**src/rtl/int_ctrl.sv**
```systemverilog
// int_ctrl: memory-mapped interrupt controller sitting between peripheral
// interrupt lines and the CPU HWInt[7:2] inputs.
//
// Each raw source is synchronised, latched as edge- or level-triggered,
// masked per source, and presented to CP0 as a registered request vector.
// Software configures and acknowledges sources through a 4-word window
// on the CPU bridge bus.
//
// Ports:
//   clk      in   1       system clock, all state on the rising edge
//   reset    in   1       asynchronous, active-low clear of all state
//   irq_src  in   N_SRC   raw asynchronous interrupt lines
//   PrAddr   in   30      bridge word address [31:2]
//   PrWD     in   32      bridge write data
//   PrWe     in   1       bridge write strobe
//   PrRD     out  32      read data, combinational from PrAddr and registers
//   HWInt    out  6       registered request to CP0, HWInt[i+2] = source i
//
// Register window (byte offsets from BASE_ADDR):
//   +0x0 ENABLE  RW
//   +0x4 MODE    RW   1 = edge, 0 = level
//   +0x8 PENDING RW1C (write-one-clear only affects edge-mode bits)
//   +0xC STATUS  RO   {valid, 28'b0, idx[2:0]}
//
// Bus protocol: there is no valid/ready pair. A write is accepted on every
// rising edge where PrWe=1 and the address hits the window; the bridge
// never stalls. Reads are purely combinational and side-effect free.

module int_ctrl #(
  parameter int          N_SRC       = 6,
  parameter logic [31:0] BASE_ADDR   = 32'h0000_7F20,
  parameter int          SYNC_STAGES = 2
) (
  input  logic             clk,
  input  logic             reset,
  input  logic [N_SRC-1:0] irq_src,
  input  logic [31:2]      PrAddr,
  input  logic [31:0]      PrWD,
  input  logic             PrWe,
  output logic [31:0]      PrRD,
  output logic [7:2]       HWInt
);

  // State
  logic [SYNC_STAGES-1:0][N_SRC-1:0] sync_q;
  logic [N_SRC-1:0] s_prev_q;
  logic [N_SRC-1:0] en_q, en_d;
  logic [N_SRC-1:0] mode_q, mode_d;
  logic [N_SRC-1:0] pend_q, pend_d;
  logic [5:0]       hw_q, hw_d;

  // Decode
  logic             hit;
  logic [1:0]       sel;
  logic             we_en, we_mode, we_pend;
  logic [N_SRC-1:0] s, rise, w1c, mode_chg, active;
  logic             st_valid;
  logic [2:0]       st_idx;

  // Write data above the implemented source bits is deliberately dropped.
  logic unused_wd;
  assign unused_wd = ^PrWD[31:N_SRC];

  assign s   = sync_q[SYNC_STAGES-1];
  assign hit = (PrAddr[31:4] == BASE_ADDR[31:4]);
  assign sel = PrAddr[3:2];

  assign we_en   = PrWe && hit && (sel == 2'd0);
  assign we_mode = PrWe && hit && (sel == 2'd1);
  assign we_pend = PrWe && hit && (sel == 2'd2);

  assign rise     = s & ~s_prev_q;
  assign w1c      = {N_SRC{we_pend}} & PrWD[N_SRC-1:0];
  assign en_d     = we_en   ? PrWD[N_SRC-1:0] : en_q;
  assign mode_d   = we_mode ? PrWD[N_SRC-1:0] : mode_q;
  assign mode_chg = mode_d ^ mode_q;

  // Everything is evaluated under the new mode, so a bit whose mode is being
  // switched starts from zero and is only set by an edge/level seen now.
  // In edge mode a fresh edge beats a same-cycle W1C. Level bits simply
  // follow the synchronised input, which also makes W1C a no-op for them.
  assign pend_d = (mode_d & (rise | (pend_q & ~w1c & ~mode_chg)))
                | (~mode_d & s);

  assign active = pend_q & en_q;

  always_comb begin
    hw_d = '0;
    hw_d[N_SRC-1:0] = active;
  end

  // Lowest active source wins: scan from the top so lower indices overwrite.
  always_comb begin
    st_idx = '0;
    for (int i = N_SRC - 1; i >= 0; i--) begin
      if (active[i]) st_idx = 3'(i);
    end
  end
  assign st_valid = |active;

  always_comb begin
    PrRD = '0;
    if (hit) begin
      case (sel)
        2'd0:    PrRD[N_SRC-1:0] = en_q;
        2'd1:    PrRD[N_SRC-1:0] = mode_q;
        2'd2:    PrRD[N_SRC-1:0] = pend_q;
        default: PrRD = {st_valid, 28'b0, st_idx};
      endcase
    end
  end

  always_ff @(posedge clk or negedge reset) begin
    if (!reset) begin
      sync_q   <= '0;
      s_prev_q <= '0;
      en_q     <= '0;
      mode_q   <= '0;
      pend_q   <= '0;
      hw_q     <= '0;
    end else begin
      sync_q   <= {sync_q[SYNC_STAGES-2:0], irq_src};
      s_prev_q <= s;
      en_q     <= en_d;
      mode_q   <= mode_d;
      pend_q   <= pend_d;
      hw_q     <= hw_d;
    end
  end

  assign HWInt = hw_q;

endmodule

```
**config.mk**
```make
export PLATFORM = sky130hd
export DESIGN_NAME = int_ctrl
export DESIGN_NICKNAME = d
export VERILOG_FILES = /design/src/rtl/int_ctrl.sv
export SDC_FILE = /design/constraint.sdc
export NUM_CORES = 1
export LEC_CHECK = 0
export ABC_AREA = 1
export CAP_MARGIN = 10
export CORE_AREA = 2 2 83 85
export CTS_CLUSTER_SIZE = 12
export DETAILED_ROUTE_END_ITERATION = 10
export DIE_AREA = 0 0 85 87
export PLACE_DENSITY = 0.72
export SLEW_MARGIN = 20
export SYNTH_ARGS = -nofsm -noshare
export SYNTH_HDL_FRONTEND = slang
export SYNTH_SLANG_ARGS = --single-unit
```
**constraint.sdc**
```tcl
create_clock -name clk -period 1.3 [get_ports clk]
set_input_delay 0.26 -clock clk [delete_from_list [all_inputs] [get_ports clk]]
set_output_delay 0.26 -clock clk [all_outputs]
set_load 0.05 [all_outputs]
```
==> results of run 1 <==
[routing by layer]
metal / vias to the layer above / part of all wire, %
met5: - / 0
met4: 0 / 1.8
met3: 12 / 5.1
met2: 65 / 53
met1: 994 / 40
li1: 1099 / -
[cell usage after synthesis, types with 2 or more instances]
library cell | instances | area (um2)
a211oi_1 | 2 | 15.01
a21oi_1 | 3 | 15.01
a221oi_1 | 3 | 26.28
buf_4 | 25 | 187.7
dfrtp_1 | 42 | 1051
inv_1 | 45 | 168.9
inv_2 | 3 | 11.26
nand2_1 | 78 | 292.8
nand2_2 | 7 | 43.79
nand3_1 | 7 | 35.03
nand4_1 | 20 | 125.1
nor2_1 | 28 | 105.1
nor2_2 | 2 | 12.51
nor2_4 | 3 | 33.78
nor3_1 | 3 | 15.01
o21ai_0 | 8 | 40.04
o22ai_1 | 2 | 12.51
[flip-flops by register name, summed over array words and instances (netlist names)]
register  flops
pend_q        6
HWInt         6
mode_q        6
sync_q        6
s             6
en_q          6
s_prev_q      6
[what timing repair did]
| action | 4_1_cts | 5_1_grt |
|---|---|---|
| buffers inserted | 5 | 3 |
| pin swaps | 28 | 28 |
| endpoints found under the setup margin | 25 | 25 |
| gates resized for setup | 97 | 64 |
| hold buffers | 1 | 0 |
| hold endpoints to repair | 42 | 0 |
| gates cloned | 1 | 0 |
[power groups by stage]
| stage | Clock, mW | Sequential, mW | Combinational, mW |
|---|---|---|---|
| CTS | 0.914 | 1.37 | 0.577 |
| finish | 0.887 | 1.37 | 0.585 |
| global placement | 0 | 1.39 | 0.566 |
| floorplan | 0 | 1.40 | 0.319 |
| global route | 0.976 | 1.37 | 0.624 |
| detailed placement | 0 | 1.39 | 0.573 |
[metrics by stage]
stage | utilization, % | hold slack, ns
after floorplan | - | -0.03559
after global placement | 52.32 | 0.2517
after detailed placement | 52.32 | 0.2539
after CTS | 55.85 | 0.3534
after global routing | 55.96 | 0.3602
final | 55.96 | 0.3518
[final cells by class]
type / count / area [um2]
well taps: 80 / 100.1
flip-flops and latches: 42 / 1051
fillers: 545 / 2893
clock inverters: 2 / 12.51
inverters: 48 / 190.2
repair buffers: 105 / 1047
multi-input cells: 201 / 1192
clock buffers: 6 / 82.58
[worst paths after layout]
check                      startpoint        end  cells after the start
min reg2reg                 sync_q[4]       s[4]                      0
max in group asynchronous       reset  pend_q[2]                      3
min in group asynchronous       reset   HWInt[3]                      3
max reg2reg                 pend_q[1]  pend_q[1]                      7
max                         PrAddr[2]    PrRD[0]                      9
min                         sync_q[4]       s[4]                      0
[worst reg2reg max path: stages (launching register included)]
cell and delay (ns):
dfrtp_1 0.40, buf_4 0.15, nand2_1 0.05, inv_1 0.03, nand2_1 0.05, inv_1 0.04
nand2_1 0.07, nand2_1 0.07
[kinds of logic (layout without fill, tap and decap cells)]
| family | Yosys count | count (layout) | share of synthesized area (%) |
|---|---|---|---|
| AO/OA/AOI/OAI | 20 | 20 | 5.343 |
| buffers and inverters | 77 | 161 | 17.05 |
| flip-flops | 42 | 42 | 45.33 |
| other | 1 | 25 | 0.1617 |
| AND/OR/NAND/NOR | 155 | 156 | 32.11 |
==> impl_metrics.csv, run 1 <==
group,metric,value,unit
timing,final.setup.worst_slack,-0.4829,ns
timing,clock_skew,0.01058,ns
clock_tree,numCtsBuffers,5,
setup_path,crit_family,"buffers and inverters",
setup_path,cp_num_buf_inv,5,
place,hpwl,4.319,mm
die,ios,109,
setup_path,crit_fanout,6,
clock_tree,clock-sinks,42,
finish,areaGrowthSynthToFinish,58.55,%
place,port-buffer-count,57,
setup_path,cp.arrival,1.52,ns
die,die_x,85,um
synth,synth_edf_count,0,
global_route,gr-usage-all-layers,17.06,%
timing,setup_tns,-4.345,ns
global_route,grt_overflow_total,0,
global_route,met1_usage,19.88,%
pwr,finalPower,2.840,mW
synth,avgSynthCellArea,7.859,um2
pwr,power.internal,1.983,mW
drt,drc,0,
setup_path,reg2reg_slack,0.32,ns
timing,slew_viol_final,0,
die,die_area,7395,um2
clock_tree,clock_latency,0.30,ns
clock_tree,clkSlewWorstSetupHoldPaths,0.08,ns
drt,drtIter0Drc,156,
drt,post_drt_via_cell_ratio,4.483,
place,globalplace.congestion,0.8757,
synth,ys_seq_area_share,45.33,%
global_route,grt_max_degree,43,
pwr,netSwitchingFraction,30.17,%
pwr,power_density,772.5,nW/um2
finish,fin_area,3676,um2
timing,finalHoldViolCount,0,
pwr,seqPwrFrac,48.2,%
finish,final_cell_mix,"70 x nand2_1, 42 x dfrtp_1, 40 x inv_1",
drt,wire_per_inst,12.27,um
setup_path,setup.worst_path.class,"primary input to output port",
finish,antenna_cells,0,
finish,layoutNonFillerInstCount,484,
synth,synthFlopType,"dfrtp_1",
outcome,violations,"negative setup slack",
clock_tree,max-clock-path-buffers,2,
drt,routed_wirelength,5.937,mm
timing,period_minus_slack,1.783,ns
synth,yosysWarningCount,0,
setup_path,crit_required,1.04,ns
finish,final_common_cell,"nand2_1",
place,place_ws,-0.8079,ns
die,start_util,35.30,%
pwr,pwr-share-clk,31.2,%
setup_path,cp_common_cell,"inv_2",
die,core_area,6569,um2
clock_tree,root_buffer,"clkbuf_8",
pwr,switchingPower,0.8567,mW
global_route,gr-usage-met3,4.076,%
place,placedCellCount,469,
clock_tree,htree_num_levels,2,
pwr,comb_power_share,20.6,%
timing,period_share,137.1,%
synth,synthArstFlopShare,100.0,%
finish,nets,474,
global_route,grt_first_pass_wirelength,10.01,mm
synth,ys_ff_latch,42,
setup_path,endpoint_kind,"output port",
timing,grt_setup_unrepaired,"yes",
synth,synth_area,2318,um2
clock_tree,cts_tree,"yes",
setup_path,startpoint_type,"primary input",
drt,vias,2170,
finish,drive_gt1_share,38.61,%
global_route,met2_usage,29.90,%
die,rows,30,
min_path,worst_hold_path_type,"flip-flop to flip-flop",
flow_run,maxCapViolCount,0,
die,die_height,87,um
timing,setup_violations,19,
setup_path,worstPathCellList,"dlygate4sd2_1 > inv_2 > nor2_4 > inv_2 > o22ai_1 > a211oi_1 > buf_4 > nor3_4 > buf_12",
global_route,antenna_found_initial,0,
global_route,first_global_vias,2243,
place,dpl_cell_area,3437,um2
setup_path,slowest_stage,"dlygate4sd2_1",
outcome,status,"complete, but fails checks",
timing,fmax,560.9,MHz
synth,synthDistinctLibCells,31,
drt,dr.pass1.iters,4,
pwr,leakagePower,1.882,nW
pwr,peakVddDrop,0.4276,mV
synth,syn_inst,295,
drt,ant_nets,0,
global_route,busiest_layer,"met2",
setup_path,slowest_delay,0.31,ns
(Power assumes the default switching activity.)
==> run 2: changes to the inputs <==
--- a/config.mk
+++ b/config.mk
@@ -6,9 +6,9 @@
 export NUM_CORES = 1
 export LEC_CHECK = 0
 export ABC_AREA = 1
-export CAP_MARGIN = 10
+export CAP_MARGIN = 0
 export CORE_AREA = 2 2 83 85
-export CTS_CLUSTER_SIZE = 12
+export CTS_CLUSTER_SIZE = 14
 export DETAILED_ROUTE_END_ITERATION = 10
 export DIE_AREA = 0 0 85 87
 export PLACE_DENSITY = 0.72
==> results of run 2 <==
Same layout as run 1: the final DEF is identical, and so are final timing and power.
